`src/rtl/reg_file_rename.sv`:
```
// rtl/reg_file_rename.sv - architectural register file with ROB-tag renaming
module reg_file_rename #(
    parameter int ROB_W = 6,
    parameter int XLEN  = 32
) (
    input  logic             clk,
    input  logic             rst,
    input  logic             rdy,
    input  logic             issue_valid,
    input  logic [4:0]       issue_rd,
    input  logic [ROB_W-1:0] issue_rob_idx,
    input  logic [4:0]       rs1_addr,
    output logic             rs1_busy,
    output logic [ROB_W-1:0] rs1_tag,
    output logic [XLEN-1:0]  rs1_val,
    input  logic [4:0]       rs2_addr,
    output logic             rs2_busy,
    output logic [ROB_W-1:0] rs2_tag,
    output logic [XLEN-1:0]  rs2_val,
    input  logic             commit_valid,
    input  logic [4:0]       commit_rd,
    input  logic [ROB_W-1:0] commit_rob_idx,
    input  logic [XLEN-1:0]  commit_value,
    input  logic             flush,
    output logic [5:0]       busy_count
);

    logic [XLEN-1:0]  val_q [32];
    logic [ROB_W-1:0] tag_q [32];
    logic [31:0]      busy_q;
    logic [31:0]      busy_d;
    logic [5:0]       count_d;
    logic             commit_wr;
    logic             issue_wr;

    assign commit_wr = commit_valid && (commit_rd != 5'd0);
    assign issue_wr  = issue_valid && (issue_rd != 5'd0) && !flush;

    // Commit releases a rename only if it is the youngest one; issue then wins over commit.
    always_comb begin
        busy_d = busy_q;
        if (commit_wr && busy_q[commit_rd] && (tag_q[commit_rd] == commit_rob_idx))
            busy_d[commit_rd] = 1'b0;
        if (flush)
            busy_d = '0;
        else if (issue_wr)
            busy_d[issue_rd] = 1'b1;
        busy_d[0] = 1'b0;
    end

    always_comb begin
        count_d = '0;
        for (int i = 0; i < 32; i++)
            count_d = count_d + {5'd0, busy_d[i]};
    end

    always_ff @(posedge clk or negedge rst) begin
        if (!rst) begin
            busy_q     <= '0;
            busy_count <= '0;
            for (int i = 0; i < 32; i++) begin
                val_q[i] <= '0;
                tag_q[i] <= '0;
            end
        end else if (rdy) begin
            busy_q     <= busy_d;
            busy_count <= count_d;
            if (commit_wr)
                val_q[commit_rd] <= commit_value;
            if (issue_wr)
                tag_q[issue_rd] <= issue_rob_idx;
        end
    end

    // Result packs {busy, tag, val}; a matching commit this cycle is forwarded.
    function automatic logic [ROB_W+XLEN:0] lookup(input logic [4:0] a);
        logic [ROB_W+XLEN:0] r;
        r = '0;
        if (a != 5'd0) begin
            if (busy_q[a] && commit_valid && (commit_rd == a) && (commit_rob_idx == tag_q[a]))
                r = {1'b0, tag_q[a], commit_value};
            else
                r = {busy_q[a], tag_q[a], val_q[a]};
        end
        return r;
    endfunction

    assign {rs1_busy, rs1_tag, rs1_val} = lookup(rs1_addr);
    assign {rs2_busy, rs2_tag, rs2_val} = lookup(rs2_addr);

endmodule
```
`config.mk`:
```
export PLATFORM = sky130hd
export DESIGN_NAME = reg_file_rename
export DESIGN_NICKNAME = d
export VERILOG_FILES = /design/src/rtl/reg_file_rename.sv
export SDC_FILE = /design/constraint.sdc
export NUM_CORES = 2
export LEC_CHECK = 0
export ABC_AREA = 1
export BUFFER_PORTS_ARGS = -buffer_cell sky130_fd_sc_hd__buf_2
export CAP_MARGIN = 40
export CORE_ASPECT_RATIO = 0.6
export CORE_MARGIN = 4
export CORE_UTILIZATION = 25
export DETAILED_ROUTE_END_ITERATION = 10
export PLACE_DENSITY_LB_ADDON = 0.25
export SLEW_MARGIN = 5
export SYNTH_ARGS = -nofsm -noshare
export SYNTH_HDL_FRONTEND = slang
export SYNTH_SLANG_ARGS = --single-unit
export TNS_END_PERCENT = 100
```
`constraint.sdc`:
```
create_clock -name clk -period 11.5 [get_ports clk]
set_input_delay 0.575 -clock clk [delete_from_list [all_inputs] [get_ports clk]]
set_output_delay 0.575 -clock clk [all_outputs]
set_load 0.01 [all_outputs]
```
After elaboration in Yosys (flattened, before gate mapping) --
Index checks and enable logic that the tools add are counted.
Word-level totals: logic and storage cells 180, output and inout port bits 84, bits in registers 1253, input bits 70
Operators by class: $lt $le $gt $ge 12, bitwise operators 7, equal/unequal tests 5, reduce and logical (&&, ||, !) cells 22, add/subtract/negate cells 30, muxes and demuxes 38
Operators with widths (number):
- $bwmux 1024 | 1
- $bmux 32 s5 | 2
- $mux 32 | 8
- $bwmux 192 | 1
- $demux 32 s5 | 1
- $mux 39 | 4
- $add 6x1->6 | 25
- $bmux 6 s5 | 3
- $mux 6 | 7
- $and 32x32->32 | 1
- $not 32->32 | 1
- $or 32x32->32 | 1
- $demux 6 s5 | 1
- $ge 6x6->1 const B | 4
- $lt 5x6->1 const B | 4
- $not 5->6 | 4
- $reduce_bool 5->1 | 4
- $eq 6x6->1 | 3
- $bmux 1 s5 | 3
- $logic_and 1x1->1 | 15
- $lt 6x1->1 const B | 2
- $demux 1 s5 | 2
- $eq 5x5->1 | 2
- $ge 5x1->1 const B | 2
- 8 further kinds | 13

Longest topological paths before layout --
word-level depth 40, depth in mapped cells 36, gate-level depth less buffers 34

Worst setup path before layout --
No wires, ideal clock.
path type input to register, from input commit_rd[0], to register busy_count[4], required time 11421 ps, buffers on the path 3, path slack 4942 ps, data arrival time 6479 ps, stages on the path 31, path through buf_2 buf_2 nand2_1 o21ai_0 o21ai_0 nand2_1 nor2_1 nand2_1 nand2_1 nand2_1 nor2_1 buf_2 nand3_1 nand3_1 nand2_1 fa_1 inv_1 fa_1 inv_1 fa_1 fa_1 fa_1 inv_1 fa_1 fa_1 inv_1 fa_1 a21oi_1 nor2_1 o21ai_0 mux2i_1
Between the ends: elaborated cells between the ends (all ways) 52, those cells by class 30 x add/sub; 2 x order compare; 1 x eq/ne; 10 x mux; 4 x bitwise; 5 x reduce/logical
RTL lines:
- from (decl) | line 21 | input logic [4:0] commit_rd,
- $not 5->6 (not written as such) (tied with other cells) | line 42 | if (commit_wr && busy_q[commit_rd] && (tag_q[commit_rd] == commit_rob_idx))
- $bmux 6 s5 / $logic_and 1x1->1 (equally long branches) | line 42, 43
- $mux 6 (not written as such) / $mux 1 (equally long branches) | line 42, 43
- $mux 6 (not written as such) / $demux 1 s5 (equally long branches) | line 42, 43
- $eq 6x6->1 / $not 32->32 (equally long branches)
- $logic_and 1x1->1 / $and 32x32->32 (equally long branches)
- $mux 32 (*) | line 42
- $or 32x32->32 (no source line)
- $mux 32 (*) | line 46 | else if (issue_wr)
- $mux 32 (*) | line 44 | if (flush)
- named net busy_d[12] | line 31 | logic [31:0] busy_d;
- $add 6x1->6 (*) (20 in series) | line 54 | count_d = count_d + {5'd0, busy_d[i]};
- to (signal assigned) | line 67 | busy_count <= count_d;
- to (decl) | line 25 | output logic [5:0] busy_count
The timed path passes the listed nets; every way through them passes the cells marked *. The select of a mux whose other input is x is not followed. A chain may end at the register's enable or synchronous reset.

Worst setup path after layout --
from input commit_rd[1], to register busy_count[4]
Between the ends: word-level cells in the longest chain between the ends 40, elaborated cells between the ends (all ways) 52, those cells by class 30 x add/sub; 2 x order compare; 1 x eq/ne; 10 x mux; 4 x bitwise; 5 x reduce/logical
RTL lines (line):
- $not 5->6 (not written as such) (tied with other cells) | 42
- $bmux 6 s5 / $logic_and 1x1->1 (equally long branches) | 42, 43
- $mux 6 (not written as such) / $mux 1 (equally long branches) | 42, 43
- $mux 6 (not written as such) / $demux 1 s5 (equally long branches) | 42, 43
- $eq 6x6->1 / $not 32->32 (equally long branches)
- $logic_and 1x1->1 / $and 32x32->32 (equally long branches)
- $mux 32 (*) | 42
- $or 32x32->32 (no source line)
- $mux 32 (*) | 46
- $mux 32 (*) | 44
- $add 1x1->2 | 54
- $add 2x1->3 | 54
- $add 3x1->4 | 54
- $add 4x1->5 | 54
- $add 5x1->6 | 54
- $add 6x1->6 (24 in series) | 54
- $add 6x1->6 (*) | 54
Every way passes the cells marked *; elsewhere a longest branch is shown, timed or not. The select of a mux whose other input is x is not followed.

==> results.toml <==
[cells_and_area]
drive_above_1_share = 0.0975
final_cells = 13900
areaGrowthSynthToFinish_pct = 12.9
nFillCells = 32000
layout.nets = 9862

[placed_design]
dp_slack_ns = 3.00
port_buffers = 153
routabilityCongestion = 0.942
dp_cells = 13600
dpl.hpwl_um = 209000

[detailed_routing]
drt-vias-per-instance = 5.39
firstDrtPassIters = 6
ant_nets = 0
drt_iter0_markers = 10800
post_drt_wl_per_cell_um = 25.3
drt_wl_total_um = 351000
via_count = 74900
drc = 0

[worst_hold_path]
hold_class = "primary input to flip-flop"
holdCritStartpoint = "issue_rob_idx[4]"

[flow_run]
cap_violations = 0

[synthesis]
yosysTopAreaCellShare = 0.420
muxShareOfSynthArea = 0.0460
synth_compound_area_frac = 0.243
syn_inst = 10200
synth_xor_area_frac = 0.000470
synth_top_family_by_area = "compound AO/OA/AOI/OAI gates"
synth.avg_cell_area_um2 = 7.33
synth_seq_cells = 1253
ys_top_cells_by_area = "dfrtp_1 42%, o21ai_0 12%, nand2_1 11%, a21oi_1 7.9%, mux2_2 4.5%"
synth_area_um2 = 74600
yosys.area_share.simple = 0.187
synth_nets = 10300
yosysTopAreaCell = "dfrtp_1"
ys_seq_area_frac = 0.420
synth_fa_ha_area_frac = 0.00735
yosysUniqueCellTypes = 53
yosysWarningCount = 0

[cts]
cts_sinks = 1253
htreeDepth = 4
post_cts_buffers = 0
clkTransAtPathRegs_ns = 0.06
cts_root_buffer = "clkbuf_16"
cts_buffers = 154
clockBufferDepth = 4
postCtsHoldBufs = 3
cts_resized = 0
clk_latency_ns = 0.81
cts_tree = "done"

[sta]
rsz0062_at_grt = "false"
setup_slack_ns = 3.61
setup_tns_ns = 0
fmax_ghz = 0.127
setup_viol = 0
min_period_ns = 7.89
tightest_slew_ns = 1.61
hold_slack_ns = 0.0894
finalClockSkew_ns = 0.0291
hold_viol = 0
max_slew_margin = -0.0722
maxSlewViolCount = 68
post-route-period-util = 0.686

[run_status]
status = "finished with violations"
violations = "max-slew violations"

[floorplanning]
die_y_um = 431
start_util = 0.251
dieArea_um2 = 307000
rows = 155
io_pins = 154
die_w_um = 713
core_um2 = 297000

[grt]
grt_pass1_wl_um = 507000
grt_usage = 0.221
antenna_found_initial = 31
overflow = 0
grt_pass1_vias = 69700
grt_max_degree = 200

[worst_setup_path]
r2r-start = "tag_q[12]"
cp.buffers_inverters = 9
cp_top_family = "adder cells"
path_max_fanout = 22
crit_required_ns = 12.23
crit_start = "commit_rd[1]"
cp.arrival_ns = 8.63
crit_top_cell = "fa_1"
cpPeakStageDelay_ns = 0.80
r2r_setup_slack_ns = 4.12
start_kind = "primary input"
cp_slowest_cell = "nor2_2"
endpoint_kind = "flip-flop"
crit_type = "primary input to flip-flop"

[power]
powerDensity_nw_per_um2 = 155
leakage_nw = 37.0
peakVddDrop_mv = 0.101
layout make-up:
cell class / instances / area, µm² / share of cell area
clock inverter: 31 / 444 / 0.00527
sequential: 1253 / 31400 / 0.372
timing repair buffer: 375 / 3380 / 0.0401
clock buffer: 229 / 4500 / 0.0534
antenna: 18 / 45.0 / 0.000535
multi-input combinational: 7143 / 36300 / 0.431
inverter: 835 / 3200 / 0.0380
tap: 4003 / 5010 / 0.0595
kinds of logic (layout without fill, tap and decap cells):
family,Yosys count,count (layout)
and+or+nand+nor,3440,3440
buffers and inverters,1785,1470
adders and majority gates,30,30
muxes,305,305
other,0,18
AOI/OAI and AO/OA,3364,3364
DFF,1253,1253
xor gates and xnor gates,4,4
worst register-to-register path: cells and delay by family, from the launching register on:
family / cells / cell delay (ns)
AO/OA/AOI/OAI: 3 / 0.45
buffers and inverters: 6 / 0.66
multiplexers: 1 / 0.22
adder cells (fa/ha/maj): 8 / 3.56
AND/OR/NAND/NOR: 15 / 2.00
flip-flops: 1 / 0.42
cells in the mapped netlist (all sizes together):
library cell	n
a211oi	21
a21boi	2
a21oi	1177
a221oi	45
a22oi	3
a31oi	44
a32o	1
and2	18
buf	328
clkbuf	622
clkinv	12
dfrtp	1253
fa	23
ha	7
inv	823
mux2	304
mux2i	1
nand2	2140
nand3	545
nand3b	13
nand4	13
nor2	655
nor3	55
nor4	1
o2111ai	1
o211ai	13
o21a	44
o21ai	1770
o221ai	159
o22ai	8
o311ai	2
o31ai	67
o32ai	7
xnor2	1
xor2	3
cell usage in the layout (no fill, tap or decap), types with 158 or more instances in the layout:
master     netlist  layout
o21ai_0       1757    1757
buf_4           24     158
nand3_1        545     544
clkbuf_16        0     158
mux2_2         300     300
a21oi_1       1176    1176
dfrtp_1       1253    1253
inv_1          813     806
nand2_1       2139    2137
o221ai_1       159     159
nor2_1         653     648
state kept, by name, summed over array words and instances, names as in the netlist:
register / flops
val_q: 1024
tag_q: 192
busy_q: 31
busy_count: 6
where the power goes:
group,internal [mW],leakage [nW],switching (mW)
registers,5.09,14.9,0.378
clock network,2.92,2.43,2.09
logic,0.821,19.7,1.74
total,8.83,37.0,4.21
metal layers:
| metal | vias up | GRT usage | share of wire |
|---|---|---|---|
| met5 | - | 0 | 0.000077 |
| met4 | 4 | 0.0902 | 0.044 |
| met3 | 715 | 0.0457 | 0.10 |
| met2 | 4318 | 0.321 | 0.42 |
| met1 | 36600 | 0.317 | 0.44 |
| li1 | 33200 | - | - |
path summary, 6_finish.rpt:
| kind | to | cells after the start |
|---|---|---|
| worst max-delay path | busy_count[4] | 33 |
| worst min-delay path | tag_q[166] | 3 |
| worst max register to register | busy_count[4] | 33 |
| worst min register to register | val_q[1021] | 0 |
| max in group asynchronous | val_q[154] | 5 |
| min in group asynchronous | tag_q[28] | 2 |
stage by stage:
step           area [µm²]  power [mW]  utilization
2_1_floorplan       74600        7.08            -
3_3_place_gp        78000        7.93        0.263
3_5_place_dp        79100        8.04        0.266
4_1_cts             84100        13.1        0.283
5_1_grt             84200        13.7        0.283
6_report            84200        13.0        0.283
(Power assumes the default switching activity.)
